$ cat src/rtl/codificador_hamming_serial_if.sv
// codificador_hamming_serial_if: word handshake, error-injection control and codeword/serial outputs
interface codificador_hamming_serial_if;
    logic [3:0] datos_in;
    logic       in_valid;
    logic       in_ready;
    logic [2:0] err_pos;
    logic [6:0] datos_cod;
    logic       cod_valid;
    logic       tx_bit;
    logic       tx_valid;
    logic       tx_last;
    modport master (
        output datos_in, in_valid, err_pos,
        input  in_ready, datos_cod, cod_valid, tx_bit, tx_valid, tx_last
    );
    modport slave (
        input  datos_in, in_valid, err_pos,
        output in_ready, datos_cod, cod_valid, tx_bit, tx_valid, tx_last
    );
endinterface

$ cat src/rtl/codificador_hamming_serial.sv
// codificador_hamming_serial: Hamming(7,4) encoder with optional single-bit error injection and LSB-first serializer
module codificador_hamming_serial #(
    parameter int BIT_CYCLES = 1
) (
    input  logic                               clk,
    input  logic                               rst_n,
    codificador_hamming_serial_if.slave        bus
);
    typedef enum logic {IDLE, SHIFT} state_t;
    localparam logic [7:0] LAST_CYC = 8'(BIT_CYCLES - 1);
    state_t     r_state, w_next;
    logic [6:0] r_shift, r_cod;
    logic [2:0] r_bit_cnt;
    logic [7:0] r_cyc_cnt;
    logic       r_cod_valid;
    logic [3:0] w_d;
    logic [6:0] w_code, w_mask;
    logic       w_accept, w_bit_done, w_frame_done;
    always_comb begin
        w_d          = bus.datos_in;
        w_code       = {w_d[3], w_d[2], w_d[1], w_d[1] ^ w_d[2] ^ w_d[3],
                        w_d[0], w_d[0] ^ w_d[2] ^ w_d[3], w_d[0] ^ w_d[1] ^ w_d[3]};
        w_mask       = (bus.err_pos == 3'd0) ? 7'd0 : 7'd1 << (bus.err_pos - 3'd1);
        w_accept     = (r_state == IDLE) && bus.in_valid;
        w_bit_done   = r_cyc_cnt == LAST_CYC;
        w_frame_done = (r_state == SHIFT) && w_bit_done && (r_bit_cnt == 3'd6);
        w_next       = w_accept ? SHIFT : w_frame_done ? IDLE : r_state;
    end
    // bit counter is left at 7 after a frame; the next accept clears it
    always_ff @(posedge clk) begin
        if (!rst_n) begin
            r_state     <= IDLE;
            r_shift     <= 7'd0;
            r_cod       <= 7'd0;
            r_bit_cnt   <= 3'd0;
            r_cyc_cnt   <= 8'd0;
            r_cod_valid <= 1'b0;
        end else begin
            r_state     <= w_next;
            r_cod_valid <= w_accept;
            if (w_accept) begin
                r_cod     <= w_code ^ w_mask;
                r_shift   <= w_code ^ w_mask;
                r_bit_cnt <= 3'd0;
                r_cyc_cnt <= 8'd0;
            end else if (r_state == SHIFT) begin
                r_cyc_cnt <= w_bit_done ? 8'd0 : r_cyc_cnt + 8'd1;
                if (w_bit_done) begin
                    r_shift   <= r_shift >> 1;
                    r_bit_cnt <= r_bit_cnt + 3'd1;
                end
            end
        end
    end
    assign bus.in_ready  = r_state == IDLE;
    assign bus.tx_valid  = r_state == SHIFT;
    assign bus.tx_bit    = (r_state == SHIFT) && r_shift[0];
    assign bus.tx_last   = (r_state == SHIFT) && (r_bit_cnt == 3'd6);
    assign bus.datos_cod = r_cod;
    assign bus.cod_valid = r_cod_valid;
endmodule

$ cat src/flat_wrapper.sv
// flat-port wrapper written by rule: the top's interface ports become plain ports
module codificador_hamming_serial_flat 
#(
    parameter int BIT_CYCLES = 1
)
  (clk, rst_n, bus_datos_in, bus_in_valid, bus_err_pos, bus_in_ready, bus_datos_cod, bus_cod_valid, bus_tx_bit, bus_tx_valid, bus_tx_last);
  codificador_hamming_serial_if bus_i ();
  input  logic clk;
  input  logic rst_n;
  input wire logic [$bits(bus_i.datos_in)-1:0] bus_datos_in;
  input wire logic [$bits(bus_i.in_valid)-1:0] bus_in_valid;
  input wire logic [$bits(bus_i.err_pos)-1:0] bus_err_pos;
  output wire logic [$bits(bus_i.in_ready)-1:0] bus_in_ready;
  output wire logic [$bits(bus_i.datos_cod)-1:0] bus_datos_cod;
  output wire logic [$bits(bus_i.cod_valid)-1:0] bus_cod_valid;
  output wire logic [$bits(bus_i.tx_bit)-1:0] bus_tx_bit;
  output wire logic [$bits(bus_i.tx_valid)-1:0] bus_tx_valid;
  output wire logic [$bits(bus_i.tx_last)-1:0] bus_tx_last;
  assign bus_i.datos_in = bus_datos_in;
  assign bus_i.in_valid = bus_in_valid;
  assign bus_i.err_pos = bus_err_pos;
  assign bus_in_ready = bus_i.in_ready;
  assign bus_datos_cod = bus_i.datos_cod;
  assign bus_cod_valid = bus_i.cod_valid;
  assign bus_tx_bit = bus_i.tx_bit;
  assign bus_tx_valid = bus_i.tx_valid;
  assign bus_tx_last = bus_i.tx_last;
  codificador_hamming_serial #(.BIT_CYCLES(BIT_CYCLES)) u_core (.clk(clk), .rst_n(rst_n), .bus(bus_i));
endmodule
$ cat config.mk
export PLATFORM = sky130hd
export DESIGN_NAME = codificador_hamming_serial_flat
export DESIGN_NICKNAME = d
export VERILOG_FILES = /design/src/rtl/codificador_hamming_serial_if.sv /design/src/rtl/codificador_hamming_serial.sv /design/src/flat_wrapper.sv
export SDC_FILE = /design/constraint.sdc
export NUM_CORES = 1
export LEC_CHECK = 0
export BUFFER_PORTS_ARGS = -buffer_cell sky130_fd_sc_hd__clkbuf_2
export CAP_MARGIN = 5
export CORE_MARGIN = 4
export CORE_UTILIZATION = 40
export DETAILED_ROUTE_END_ITERATION = 8
export HOLD_SLACK_MARGIN = 0.08
export MAX_ROUTING_LAYER = met4
export PLACE_DENSITY = 0.56
export SYNTH_ARGS = -nofsm -noshare
export SYNTH_HDL_FRONTEND = slang
export SYNTH_SLANG_ARGS = --single-unit
$ cat constraint.sdc
create_clock -name clk -period 3.4 [get_ports clk]
set_input_delay 0.17 -clock clk [delete_from_list [all_inputs] [get_ports clk]]
set_output_delay 0.17 -clock clk [all_outputs]
set_load 0.03 [all_outputs]
Yosys cells after proc, flatten, opt, wreduce, memory -nomap -nowiden
Index checks and enable logic that the tools add are counted.
- input bits: 10
- register bits: 27
- output and inout bits: 12
- logic and storage cells: 40
- equality and inequality tests: 1
- $add $sub $neg: 3
- multiplexer cells: 7
- reductions and logical operators: 13
- shift-type cells: 1
- bitwise logic cells: 9
- operators by type and width (cell ; count):
    2-to-1 mux 7 bit ; 4
    adder 8 x 1 -> 8 bit (second input constant) ; 1
    logical NOT 8 bit ; 1
    2-to-1 mux 8 bit ; 1
    left shift 1 x 3 -> 7 bit (first input constant) ; 1
    XOR 7 bit ; 1
    nonzero test 2 bit ; 3
    XOR 1 bit ; 6
    logical AND 1 bit ; 5
    AND reduction 2 bit ; 2
    adder 3 x 1 -> 3 bit (second input constant) ; 1
    == test 3 bit (second input constant) ; 1
    logical NOT 3 bit ; 1
    subtractor 3 x 1 -> 3 bit (second input constant) ; 1
    2-to-1 mux 1 bit ; 2
    NOT 1 bit ; 2
    OR reduction 2 bit ; 1

Depth between registers and ports, before layout
- word-level depth: 5
- mapped depth: 7
- mapped depth without buffers: 6

Least setup slack after synthesis
OpenSTA, ideal clock, no wires.
- kind: register -> register
- from: register u_core.r_state, in the netlist u_core.bus.tx_valid
- to: register u_core.r_shift[3]
- data required time: 3314 ps
- arrival: 1438 ps
- clock period less this slack: 1523 ps
- library setup time: 86 ps
- cell stages (with the launch flop): 6
- path slack: 1877 ps
- path buffers: 1
- path through: dfxtp_1 > nor4bb_2 > nand2_1 > buf_6 > mux2i_1 > a211oi_1
- word-level cells in the longest chain between the ends: 4
- elaborated cells between the ends (all ways): 6
- classes of those cells: mux (1); bitwise (1); reduce/logical (4)
- ends and longest elaborated chain (element ; line ; source):
    start: declaration ; codificador_hamming_serial.sv:11 ; state_t r_state, w_next;
    start signal: assignment ; codificador_hamming_serial.sv:39 ; r_state <= w_next;
    NOT 1 bit ; codificador_hamming_serial.sv:24 ; w_accept = (r_state == IDLE) && bus.in_valid;
    logical AND 1 bit ; codificador_hamming_serial.sv:24 ;
    nonzero test 2 bit (no line) ; - ;
    AND reduction 2 bit (no line) ; - ;
    end signal: assignment ; codificador_hamming_serial.sv:43 ; r_shift <= w_code ^ w_mask;
    end signal: assignment ; codificador_hamming_serial.sv:49 ; r_shift <= r_shift >> 1;
    end: declaration ; codificador_hamming_serial.sv:12 ; logic [6:0] r_shift, r_cod;
Parallel ways exist; a longest one is shown, timed or not.
A chain may end at the register's enable or synchronous reset.

Worst setup path in the final report
- from: register u_core.r_state, in the netlist u_core.bus.tx_valid
- to: register u_core.r_shift[6]
The elaborated chain is that of the path after synthesis.

==> results.yml <==
run_status:
  status: "completed"
power_and_ir_drop:
  combPwrFrac_pct: 20.2
  ir_worst_vdd_uv: 124
  power.static_leakage_nw: 0.607
  p_int_w: 0.000431
  switchingPower_w: 0.000174
  p_seq_share_pct: 57.5
  p_per_area_nw_per_um2: 413
  p_clk_share_pct: 22.4
  switching_share_pct: 28.7
cts:
  clock_latency_ps: 310
  post_cts_resize_count: 0
  clk_pin_slew_worst_paths_ps: 130
  post_cts_buffers: 0
  h-tree-depth: 1
  cts_hold_buffers: 0
  cts_max_path_buffers: 2
  cts_sinks: 27
  cts_buffers: 3
  clock_tree.root_cell: "clkbuf_4"
  cts_tree: "done"
placement:
  place_inst: 201
  routabilityCongestion: 0.788
  dp_hpwl_um: 1880
  port_buffers: 21
sta:
  clock.fmax_mhz: 561
  fin_setup_tns_ps: 0
  rsz0062_at_grt: "false"
  post-route-period-util_pct: 52.4
  tightest_slew_ps: 688
  finalHoldViolCount: 0
  slew_viol_final: 0
  skew_ps: 4.05
  relSlewSlack_pct: 54.1
  finalSetupViolations: 0
  period_needed_ps: 1780
drt:
  drt_iter0_drc: 35
  final_antenna_net_count: 0
  first_pass_iters: 2
  vias_per_cell: 4.78
  dr_total_vias: 980
  wl_per_cell_um: 12.1
  drt_wl_total_um: 2480
  drc: 0
logic_synthesis:
  yosysTopAreaCell: "dfxtp_1"
  synth_top_family_by_area: "simple AND/OR/NAND/NOR gates"
  synth_area_leaders: "dfxtp_1 (41%), nor2_1 (8.0%), xnor2_1 (7.3%)"
  yosysWarnings: 0
  synthSimpleGateAreaFrac_pct: 22.3
  synthMuxAreaShare_pct: 3.82
  synth-seq-cells: 27
  syn_area_um2: 1310
  synth_common_cells: "nor2_1 (28), dfxtp_1 (27), xnor2_1 (11), nand2_1 (7)"
  synth-compound-area-share_pct: 8.59
  synth_cells: 142
  synth.most_common_cell: "nor2_1"
  synth_edf_count: 0
  seq_area_frac_synth_pct: 41.2
  synth-xor-area-share_pct: 15.8
  syn_nets: 156
  synth_area_per_cell_um2: 9.23
  synth_fa_ha_area_share_pct: 3.82
  postSynth.asyncResetShare_pct: 0
  synth-main-ff-cell: "dfxtp_1"
  synth_top_cell_area_share_pct: 41.2
  yosys.cell_types.count: 34
global_routing:
  grt_pass1_vias: 994
  grt_max_degree: 16
  antenna_found_initial: 0
  grt_pass1_wl_um: 4430
  grt_overflow: 0
  grtUsageTotal_pct: 13.6
worst_setup_path:
  max_stage_delay_ps: 600
  critical_path.slowest_cell: "dfxtp_1"
  worstSetupPathType: "reg -> reg"
  crit_family: "simple AND/OR/NAND/NOR gates"
  critical_path_peak_fanout: 14
  worstPathArrival_ps: 1990
  crit_cells: 4
  cp-end-kind: "register"
  cp_num_buf_inv: 0
  reg2reg_depth: 4
  cp.required_ps: 3610
  worst_setup_path_start_kind: "register"
  crit_path_cell_trace: "nor4bb_2 > nand2_1 > nand3_2 > o32ai_1"
layout:
  drive_above_1_share_pct: 19.3
  n_antenna_cell: 0
  stdcell_count: 205
  nets: 176
  area_growth_pct: 11.5
floorplan:
  die_x_um: 65.3
  fp-row-count: 20
  die_h_um: 65.3
  die_area_um2: 4260
  core_area_um2: 3100
  io_pins: 22
  initial_core_util_pct: 42.3
hold_path:
  hold_class: "in -> reg"
  min_path_cells: 3
run:
  maxCapViolCount: 0
## cell families after synthesis
kind of cell,count (synthesis)
AND/OR/NAND/NOR,57
multiplexers,5
buffers and inverters,12
AO/OA/AOI/OAI,18
flip-flops,27
adder cells (fa/ha/maj),4
XOR/XNOR,19
## power by group through the flow
| stage | clock network [W] | logic, W | registers (W) |
|---|---|---|---|
| finish | 0.000135 | 0.000122 | 0.000347 |
| CTS | 0.000145 | 0.000124 | 0.000347 |
| global route | 0.000159 | 0.000135 | 0.000352 |
| global placement | 0 | 0.000122 | 0.000354 |
| detailed placement | 0 | 0.000124 | 0.000355 |
| floorplan | 0 | 0.0000790 | 0.000369 |
## layout make-up
cell class	instances	area, um^2
clock buffers	4	26.3
fillers	338	1640
inverters	6	22.5
multi-input cells	103	713
flip-flops and latches	27	541
well taps	44	55.1
repair buffers	21	105
## path summary, 6_finish.rpt
| check | startpoint | end | slack (ps) |
|---|---|---|---|
| hold / removal | bus_in_valid | u_core.bus.tx_valid | 190 |
| setup reg to reg | u_core.bus.tx_valid | u_core.r_shift[6] | 1620 |
| hold reg to reg | u_core.r_shift[6] | u_core.r_shift[6] | 470 |
| setup / recovery | u_core.bus.tx_valid | u_core.r_shift[6] | 1620 |
## placed cells by master, fill, tap and decap left out
| cell type | n |
|---|---|
| nand3b_1 | 3 |
| nor4_2 | 1 |
| clkbuf_2 | 21 |
| xnor3_1 | 3 |
| inv_1 | 4 |
| a211oi_1 | 3 |
| clkbuf_4 | 3 |
| clkbuf_1 | 1 |
| ha_1 | 4 |
| xnor2_1 | 11 |
| and3_1 | 1 |
| xor2_1 | 5 |
| or2_0 | 1 |
| a2111oi_2 | 1 |
| o21ai_0 | 4 |
| inv_2 | 2 |
| nor3_1 | 2 |
| o21ai_1 | 3 |
| nor4bb_2 | 1 |
| nand4_1 | 3 |
| o32ai_1 | 1 |
| nand2_2 | 1 |
| nand3_2 | 1 |
| and2_1 | 1 |
| a31oi_1 | 1 |
| nand3_1 | 2 |
| nand2_1 | 7 |
| dfxtp_1 | 27 |
| a21oi_1 | 5 |
| mux2i_1 | 5 |
| nor2b_1 | 1 |
| nor2_1 | 28 |
| nor3b_1 | 4 |
## sequential cells by signal, indices dropped and copies added (netlist names)
register              count
u_core.r_shift            7
u_core.bus.cod_valid      1
u_core.bus.tx_valid       1
u_core.r_bit_cnt          3
u_core.bus.datos_cod      7
u_core.r_cyc_cnt          8
## metrics by stage
step / cell area (um^2) / setup slack, ps / hold slack, ps / utilization (%) / power (W)
after floorplan: 1310 / 1880 / 373 / - / 0.000448
after global placement: 1440 / 1650 / 451 / 46.3 / 0.000476
after detailed placement: 1440 / 1610 / 452 / 46.3 / 0.000478
after CTS: 1460 / 1580 / 170 / 47.1 / 0.000617
after global routing: 1460 / 1370 / 187 / 47.1 / 0.000645
final: 1460 / 1620 / 192 / 47.1 / 0.000604
## tightest hold or removal path: stages
cell	delay, ps
clkbuf_2	110
o21ai_0	150
a31oi_1	40
## per-layer routing
layer  wire [um]  global-route usage, %  vias up
li1            -                      -      514
met1        1280                   18.0      447
met2        1090                   21.2       17
met3          77                   1.03        2
met4          36                   6.22        0
met5           0                      -        -
No activity file was read; power rests on OpenSTA's default activity.
